--- src/rtl/mic_pkt_fifo.sv ---
// -----------------------------------------------------------------------------
// mic_pkt_fifo
//   Store-and-forward packet FIFO for one MIC stream link (64-bit data + TLAST).
//   A packet is only presented downstream once its TLAST beat is stored, so a
//   completer never sees a partially arrived packet. If a single packet is
//   longer than the FIFO (FIFO full, no complete packet held), the FIFO falls
//   back to cut-through until that packet's TLAST beat leaves, which avoids a
//   deadlock.
//
// Parameters
//   DEPTH_LOG2   log2 of FIFO depth in beats (legal 2..10)
//
// Ports
//   clk          clock, rising edge
//   reset        asynchronous reset, active low
//   I_TVALID/I_TREADY/I_TDATA/I_TLAST   input stream
//   O_TVALID/O_TREADY/O_TDATA/O_TLAST   output stream
//   level        beats currently stored
//   pkts         complete packets currently stored
//
// Optional statistics (compile with MIC_PKT_FIFO_STATS_EN defined):
//   stat_pkts_out   packets sent, wrapping 32-bit counter
//   stat_max_level  high-water mark of level
//   stat_ct_events  store-and-forward -> cut-through transitions, saturating
// -----------------------------------------------------------------------------
module mic_pkt_fifo #(
    parameter int DEPTH_LOG2 = 5
) (
    input  logic                  clk,
    input  logic                  reset,
    input  logic                  I_TVALID,
    output logic                  I_TREADY,
    input  logic [63:0]           I_TDATA,
    input  logic                  I_TLAST,
    output logic                  O_TVALID,
    input  logic                  O_TREADY,
    output logic [63:0]           O_TDATA,
    output logic                  O_TLAST,
    output logic [DEPTH_LOG2:0]   level,
    output logic [DEPTH_LOG2:0]   pkts
`ifdef MIC_PKT_FIFO_STATS_EN
    ,
    output logic [31:0]           stat_pkts_out,
    output logic [DEPTH_LOG2:0]   stat_max_level,
    output logic [15:0]           stat_ct_events
`endif
);

    localparam int DEPTH = 1 << DEPTH_LOG2;
    localparam logic [DEPTH_LOG2:0] CNT_ONE  = {{DEPTH_LOG2{1'b0}}, 1'b1};
    localparam logic [DEPTH_LOG2:0] CNT_ZERO = {(DEPTH_LOG2 + 1){1'b0}};

    typedef enum logic {
        MODE_SF = 1'b0,
        MODE_CT = 1'b1
    } mode_t;

    logic [64:0]         mem_r [DEPTH];
    logic [DEPTH_LOG2:0] wr_ptr_r;
    logic [DEPTH_LOG2:0] rd_ptr_r;
    logic [DEPTH_LOG2:0] pkts_r;
    logic [DEPTH_LOG2:0] level_r;
    logic [DEPTH_LOG2:0] pkts_nxt_s;
    logic [DEPTH_LOG2:0] level_nxt_s;
    logic                rst_done_r;
    mode_t               mode_r;
    mode_t               mode_nxt_s;
    logic                empty_s;
    logic                full_s;
    logic                wr_en_s;
    logic                rd_en_s;
    logic                o_valid_s;
    logic                pkt_in_s;
    logic                pkt_out_s;
    logic [64:0]         rd_word_s;

    assign empty_s = (wr_ptr_r == rd_ptr_r);
    assign full_s  = (wr_ptr_r[DEPTH_LOG2] != rd_ptr_r[DEPTH_LOG2]) &&
                     (wr_ptr_r[DEPTH_LOG2-1:0] == rd_ptr_r[DEPTH_LOG2-1:0]);

    // rst_done_r keeps I_TREADY low while reset is held and for the release
    // cycle, independent of the (cleared) pointers.
    assign I_TREADY  = rst_done_r & ~full_s;
    assign wr_en_s   = I_TVALID & I_TREADY;
    assign rd_en_s   = o_valid_s & O_TREADY;
    assign rd_word_s = mem_r[rd_ptr_r[DEPTH_LOG2-1:0]];
    assign pkt_in_s  = wr_en_s & I_TLAST;
    assign pkt_out_s = rd_en_s & rd_word_s[64];

    assign O_TVALID = o_valid_s;
    assign O_TDATA  = rd_word_s[63:0];
    // The storage array is not reset, so TLAST is qualified with valid.
    assign O_TLAST  = rd_word_s[64] & o_valid_s;
    assign level    = level_r;
    assign pkts     = pkts_r;

    // Storage array write port (no reset: contents are qualified by pointers).
    always_ff @(posedge clk) begin
        if (wr_en_s) begin
            mem_r[wr_ptr_r[DEPTH_LOG2-1:0]] <= {I_TLAST, I_TDATA};
        end
    end

    // Reset-release flag gating input acceptance.
    always_ff @(posedge clk or negedge reset) begin
        if (!reset) begin
            rst_done_r <= 1'b0;
        end else begin
            rst_done_r <= 1'b1;
        end
    end

    // Read and write pointers.
    always_ff @(posedge clk or negedge reset) begin
        if (!reset) begin
            wr_ptr_r <= CNT_ZERO;
            rd_ptr_r <= CNT_ZERO;
        end else begin
            if (wr_en_s) begin
                wr_ptr_r <= wr_ptr_r + CNT_ONE;
            end
            if (rd_en_s) begin
                rd_ptr_r <= rd_ptr_r + CNT_ONE;
            end
        end
    end

    // Next values for packet count and beat level.
    always_comb begin
        pkts_nxt_s  = pkts_r;
        level_nxt_s = level_r;
        case ({pkt_in_s, pkt_out_s})
            2'b10:   pkts_nxt_s = pkts_r + CNT_ONE;
            2'b01:   pkts_nxt_s = pkts_r - CNT_ONE;
            default: pkts_nxt_s = pkts_r;
        endcase
        case ({wr_en_s, rd_en_s})
            2'b10:   level_nxt_s = level_r + CNT_ONE;
            2'b01:   level_nxt_s = level_r - CNT_ONE;
            default: level_nxt_s = level_r;
        endcase
    end

    // Packet count and beat level registers.
    always_ff @(posedge clk or negedge reset) begin
        if (!reset) begin
            pkts_r  <= CNT_ZERO;
            level_r <= CNT_ZERO;
        end else begin
            pkts_r  <= pkts_nxt_s;
            level_r <= level_nxt_s;
        end
    end

    // Mode state register.
    always_ff @(posedge clk or negedge reset) begin
        if (!reset) begin
            mode_r <= MODE_SF;
        end else begin
            mode_r <= mode_nxt_s;
        end
    end

    // Mode next-state and output-valid decode. The CT exit term is written
    // from registered state and O_TREADY directly (not via rd_en_s) so this
    // block does not read back its own output.
    always_comb begin
        mode_nxt_s = mode_r;
        o_valid_s  = 1'b0;
        case (mode_r)
            MODE_SF: begin
                o_valid_s = ~empty_s & (pkts_r != CNT_ZERO);
                // Full with no complete packet: one packet is longer than
                // the FIFO and would never complete without cut-through.
                if (full_s && (pkts_r == CNT_ZERO)) begin
                    mode_nxt_s = MODE_CT;
                end else begin
                    mode_nxt_s = MODE_SF;
                end
            end
            MODE_CT: begin
                o_valid_s = ~empty_s;
                if (~empty_s && O_TREADY && rd_word_s[64]) begin
                    mode_nxt_s = MODE_SF;
                end else begin
                    mode_nxt_s = MODE_CT;
                end
            end
            default: begin
                o_valid_s  = 1'b0;
                mode_nxt_s = MODE_SF;
            end
        endcase
    end

`ifdef MIC_PKT_FIFO_STATS_EN
    logic [31:0]         stat_pkts_out_r;
    logic [DEPTH_LOG2:0] stat_max_level_r;
    logic [15:0]         stat_ct_events_r;

    assign stat_pkts_out  = stat_pkts_out_r;
    assign stat_max_level = stat_max_level_r;
    assign stat_ct_events = stat_ct_events_r;

    // Statistics counters.
    always_ff @(posedge clk or negedge reset) begin
        if (!reset) begin
            stat_pkts_out_r  <= 32'd0;
            stat_max_level_r <= CNT_ZERO;
            stat_ct_events_r <= 16'd0;
        end else begin
            if (pkt_out_s) begin
                stat_pkts_out_r <= stat_pkts_out_r + 32'd1;
            end
            if (level_nxt_s > stat_max_level_r) begin
                stat_max_level_r <= level_nxt_s;
            end
            if ((mode_r == MODE_SF) && (mode_nxt_s == MODE_CT) &&
                (stat_ct_events_r != 16'hffff)) begin
                stat_ct_events_r <= stat_ct_events_r + 16'd1;
            end
        end
    end
`endif

endmodule

--- config.mk ---
export PLATFORM = sky130hd
export DESIGN_NAME = mic_pkt_fifo
export DESIGN_NICKNAME = d
export VERILOG_FILES = /design/src/rtl/mic_pkt_fifo.sv
export SDC_FILE = /design/constraint.sdc
export NUM_CORES = 2
export LEC_CHECK = 0
export BUFFER_PORTS_ARGS = -buffer_cell sky130_fd_sc_hd__buf_2
export CELL_PAD_IN_SITES_DETAIL_PLACEMENT = 1
export CELL_PAD_IN_SITES_GLOBAL_PLACEMENT = 2
export CORE_UTILIZATION = 30
export CTS_BUF_LIST = sky130_fd_sc_hd__clkbuf_4
export CTS_CLUSTER_DIAMETER = 100
export CTS_CLUSTER_SIZE = 30
export DETAILED_ROUTE_END_ITERATION = 6
export MAX_ROUTING_LAYER = met4
export PLACE_DENSITY = 0.48
export SYNTH_ARGS = -nofsm -noshare
export SYNTH_HDL_FRONTEND = slang
export SYNTH_SLANG_ARGS = --single-unit
--- constraint.sdc ---
create_clock -name clk -period 8.7 [get_ports clk]
set_input_delay 0.87 -clock clk [delete_from_list [all_inputs] [get_ports clk]]
set_output_delay 0.87 -clock clk [all_outputs]
set_load 0.005 [all_outputs]
## Yosys cells after proc, flatten, opt, wreduce, memory -nomap -nowiden

Memories as Yosys holds them, arrays and structs flattened.
Index checks and enable logic that the tools add are counted.

- $add $sub $neg: 6
- Equal/unequal tests: 7
- Muxes and demuxes: 8
- Bitwise operators: 10
- Reduce and logical (&&, ||, !) cells: 8

Operators by type and width:

| kind | count |
|---|---|
| $add 6x1->6 const B | 4 |
| $pmux 6 s2 | 2 |
| $sub 6x1->6 const B | 2 |
| $and 1x1->1 | 7 |
| $eq 6x6->1 | 1 |
| $logic_not 6->1 | 1 |
| $reduce_bool 6->1 | 1 |
| $eq 5x5->1 | 1 |
| $eq 2x1->1 const B | 2 |
| $eq 2x2->1 const B | 2 |
| $logic_and 1x1->1 | 4 |
| $mux 1 | 4 |
| $pmux 1 s2 | 2 |
| $reduce_bool 2->1 | 2 |
| $not 1->1 | 3 |
| $ne 1x1->1 | 1 |

- Bits in registers: 26
- RAM bits: 2080
- Bits of input ports: 69
- Output and inout bits: 79
- Word-level logic and storage cells: 46
- Memories: 1

Memory list:

| memory | depth | bits a word | read ports | clocked after memory_dff | write ports | line | RTL |
|---|---|---|---|---|---|---|---|
| mem_r | 32 | 65 | 1 | 0 | 1 | 58 | `logic [64:0] mem_r [DEPTH];` |

## Depth between registers and ports, before layout

- Depth in word-level cells: 8
- Mapped depth: 18
- Gate-level depth less buffers: 13

## Worst setup path after synthesis

No wires, ideal clock.

- Path type: register -> register
- Start: register rd_ptr_r[0]
- End: memory mem_r[14][0] (enable)
- Arrival: 4.326 ns
- Data required time: 8.211 ns
- Setup slack: 3.886 ns
- Cell stages (with the launch flop): 9
- Clock period less this slack: 4.814 ns
- Cell sequence: dfrtp_1 -> buf_2 -> buf_6 -> xnor2_1 -> nand3_1 -> o311a_1 -> clkbuf_1 -> nand2_1 -> nor2_1

- Cells in the longest elaborated chain, start to end: 7

Ends and longest elaborated chain:

| what | line | RTL |
|---|---|---|
| start, declared | 60 | `logic [DEPTH_LOG2:0] rd_ptr_r;` |
| start signal, assigned | 123 | `rd_ptr_r <= rd_ptr_r + CNT_ONE;` |
| $eq 5x5->1 | 79 | `(wr_ptr_r[DEPTH_LOG2-1:0] == rd_ptr_r[DEPTH_LOG2-1:0]);` |
| $logic_and 1x1->1 | 78 | `assign full_s = (wr_ptr_r[DEPTH_LOG2] != rd_ptr_r[DEPTH_LOG2]) &&` |
| $not 1->1 | 83 | `assign I_TREADY = rst_done_r & ~full_s;` |
| $and 1x1->1 | 83 |  |
| $and 1x1->1 | 84 | `assign wr_en_s = I_TVALID & I_TREADY;` |
| $mux 1 | 99 | `if (wr_en_s) begin` |
| $mux 1 (not written as such) | 100 | `mem_r[wr_ptr_r[DEPTH_LOG2-1:0]] <= {I_TLAST, I_TDATA};` |
| end, declared | 58 |  |

No other way between the ends.

## Final worst setup path

- Start: register rd_ptr_r[1]
- End: output port O_TDATA[56]

- Cells in the longest elaborated chain, start to end: 1

Ends and longest elaborated chain:

| what | line | RTL |
|---|---|---|
| $mem_v2 32x65 | - |  |
| end, declared | 37 | `output logic [63:0] O_TDATA,` |

No other way between the ends.

==> flow_summary.toml <==
[pwr]
total_leakage_power_uw = 0.0263
switching_power_summed_over_all_nets_uw = 7740
intPower_uw = 16400
swShare_pct = 32.1
pwr-share-seq_pct = 49.1
power_density_mw_per_mm2 = 273
comb_power_share_pct = 32.9
clock_power_share_pct = 17.9
ir_drop_mv = 0.270

[drt]
vias = 35400
detail_route.wl_per_cell_um = 32.2
detail_route.first_pass.iterations = 5
number_of_drc_markers_in_iteration_0 = 3068
detail_route.vias_per_cell = 5.00
detail_route.wirelength_mm = 228
post-route-drc-count = 0
antenna_violating_nets_post_route = 0

[grt]
grt_max_degree = 125
grt_antenna_before_repair = 18
grt-ovfl-total = 0
first_global_vias = 37700
grt_first_pass_wirelength_mm = 317
grt_util_all_layers_pct = 17.3

[floorplan]
chipHeight_um = 520
starting_density_pct = 30.3
pin_count = 148
floorplan_die_area_mm2 = 0.270
placementRows = 189
std_cell_core_area_mm2 = 0.266
dieWidth_um = 520

[sta]
timing.final.crit_period_ps = 6420
post-route-period-util_pct = 73.8
grt_setup_unrepaired = "no"
finalHoldViolations = 0
slew_headroom_pct = 15.7
tightestPinTransition_ps = 1260
final_max_slew_viol_count = 0
hold-worst-slack_ps = 473
totalNegativeSetupSlack_ps = 0
final.setup_skew_ps = 143
fmaxAchievable_ghz = 0.156
setup-violations-final = 0

[cts]
clk_pin_slew_worst_paths_ps = 290
clockRootBuffer = "clkbuf_4"
clock_path_buffers = 3
post_cts_resized = 0
cts_num_sinks = 2106
cts_buffers = 103
clock_tree_from_tritoncts = "yes"
insertion_delay_ps = 1390
cts_htree_levels = 3

[critical_path]
worst-endpoint-required_ps = 7830
path_max_fanout = 124
regToRegStartpoint = "rd_ptr_r[4]"
crit_arrival_ps = 5550
critPathCaptureType = "primary output"
worst_setup_path_startpoint = "rd_ptr_r[1]"
worst_setup_path_start_kind = "flop"
critPathKind = "reg -> out"

[synthesis]
post_synth_and_or_nand_nor_area_fraction_pct = 0.681
complex_gate_fraction_of_the_synthesized_area_pct = 0.340
yosys_most_used_dff = "edfxtp_1"
post_synth_inst_count = 3193
syn_area_per_cell_um2 = 25.2
synth_mux_area_share_pct = 19.0
main_combinational_cell_family_by_area_after_synthesis = "multiplexers"
synth_warnings = 0
asyncSetResetFlopFracSynth_pct = 1.23
synth-edff-count = 2080
mappedNetlistNets = 3273
ys_seq_elements = 2106
synthesis.area_mm2 = 0.0805
synth_sequential_area_ratio_pct = 78.4
synthDistinctLibCells = 47
synth-xor-area-share_pct = 0.326
synth-adder-area-share_pct = 0.171

[place]
routabilityCongestion = 0.670
sum_of_net_half_perimeters_after_detailed_placement_mm = 111
port-buffer-count = 147

[cells_and_area]
fin_nets = 3520
final_cell_mix = "edfxtp_1 (2080), mux4_2 (640), buf_2 (147)"
leading_cell_type_in_the_layout_fill_and_taps_excluded = "edfxtp_1"
drive_above_1_share_pct = 33.2
area_delta_synth_final_pct = 9.96

[job]
number_of_max_cap_violations = 0

[worst_hold_path]
hold_path.class = "in -> reg"
timing.hold.worst.start = "I_TDATA[47]"

[status]
run_status = "finished clean"
==> cells in the mapped netlist, drive strengths merged (2+ instances only) <==
master  number  area share, %
a22oi        4          0.037
mux4       640             18
dfrtp       26           0.81
nor4b        2          0.022
and4b        2          0.025
clkbuf      82           0.38
o31ai        3          0.028
a21o         5          0.047
mux2i       16           0.20
xnor2       16           0.17
xor2        14           0.15
or3b         2          0.022
edfxtp    2080             78
buf         85           0.60
a211oi       3          0.028
or3          2          0.016
nor2        41           0.19
o21ai        7          0.044
nand2b       4          0.031
and3         2          0.016
inv          7          0.033
a21oi       10          0.062
nand3        9          0.056
o21bai       3          0.028
nand3b       7          0.065
mux2        67           0.94
nor4         3          0.042
nor2b        3          0.023
nor3         6          0.037
ha          11           0.17
nand2       19          0.089
==> per-stage QoR <==
stage	cells	area, um^2	total power [uW]	utilization (%)	worst slack, ps
global placement	6798	86000	20300	32.3	3580
CTS	7052	88400	24700	33.2	2040
detailed placement	6798	86000	20300	32.3	3620
finish	7074	88500	24100	33.3	2280
global route	7072	88500	25300	33.3	1920
floorplan	3193	80500	17400	-	3890
==> routing by layer <==
layer  wire [um]  global-route usage, %  up-vias
met2      111000                   27.9      488
met5           0                      -        -
met1      107000                   24.4    20400
met3        6210                   1.79      158
li1            -                      -    14300
met4        2770                   2.39        0
==> power by group through the flow <==
stage	Sequential [uW]	Clock, uW	Combinational (uW)
2_1_floorplan	11800	0	5590
3_3_place_gp	12100	0	8240
3_5_place_dp	12100	0	8230
4_1_cts	11900	4550	8270
5_1_grt	11900	4810	8560
6_report	11900	4330	7950
==> worst paths after layout <==
kind	cells past startpoint	end	slack, ps
worst max-delay path	6	O_TDATA[56]	2280
worst min-delay path	2	mem_r[2][47]	470
worst max register to register	6	mem_r[25][29]	3880
worst min register to register	1	level[5]	480
max in group asynchronous	4	rd_ptr_r[4]	6530
min in group asynchronous	3	rd_ptr_r[1]	560
==> flip-flops by register name, summed over array words and instances, names as in the netlist <==
register and count:
level 6, mem_r 2080, mode_r 1, pkts 6, rd_ptr_r 6, rst_done_r 1
wr_ptr_r 6
==> cell type report <==
class / count / area [um^2]
fill: 25600 / 178000
clock inverter: 75 / 961
timing repair buffer: 309 / 2280
multi-input combinational: 913 / 16800
tap: 3533 / 4420
sequential: 2106 / 63100
inverter: 7 / 26.3
clock buffer: 109 / 818
antenna: 22 / 55.1
==> critical path, stage by stage (launching register included) <==
cell     delay, ps
dfrtp_4        890
buf_12         520
buf_4          930
mux4_2         440
mux4_2         490
mux2_2         370
buf_2          160
==> kinds of logic after synthesis <==
| family | count (synthesis) |
|---|---|
| XOR/XNOR | 30 |
| multiplexers | 723 |
| other | 1 |
| AND/OR/NAND/NOR | 107 |
| AO/OA/AOI/OAI | 41 |
| flip-flops | 2106 |
| adder cells (fa/ha/maj) | 11 |
| buffers and inverters | 174 |
==> what timing repair did <==
action | CTS | global route
buffers inserted | 0 | 0
hold buffers | 70 | 0
hold endpoints to repair | 2116 | 0
Note: power is estimated with default switching activity, not from simulation.
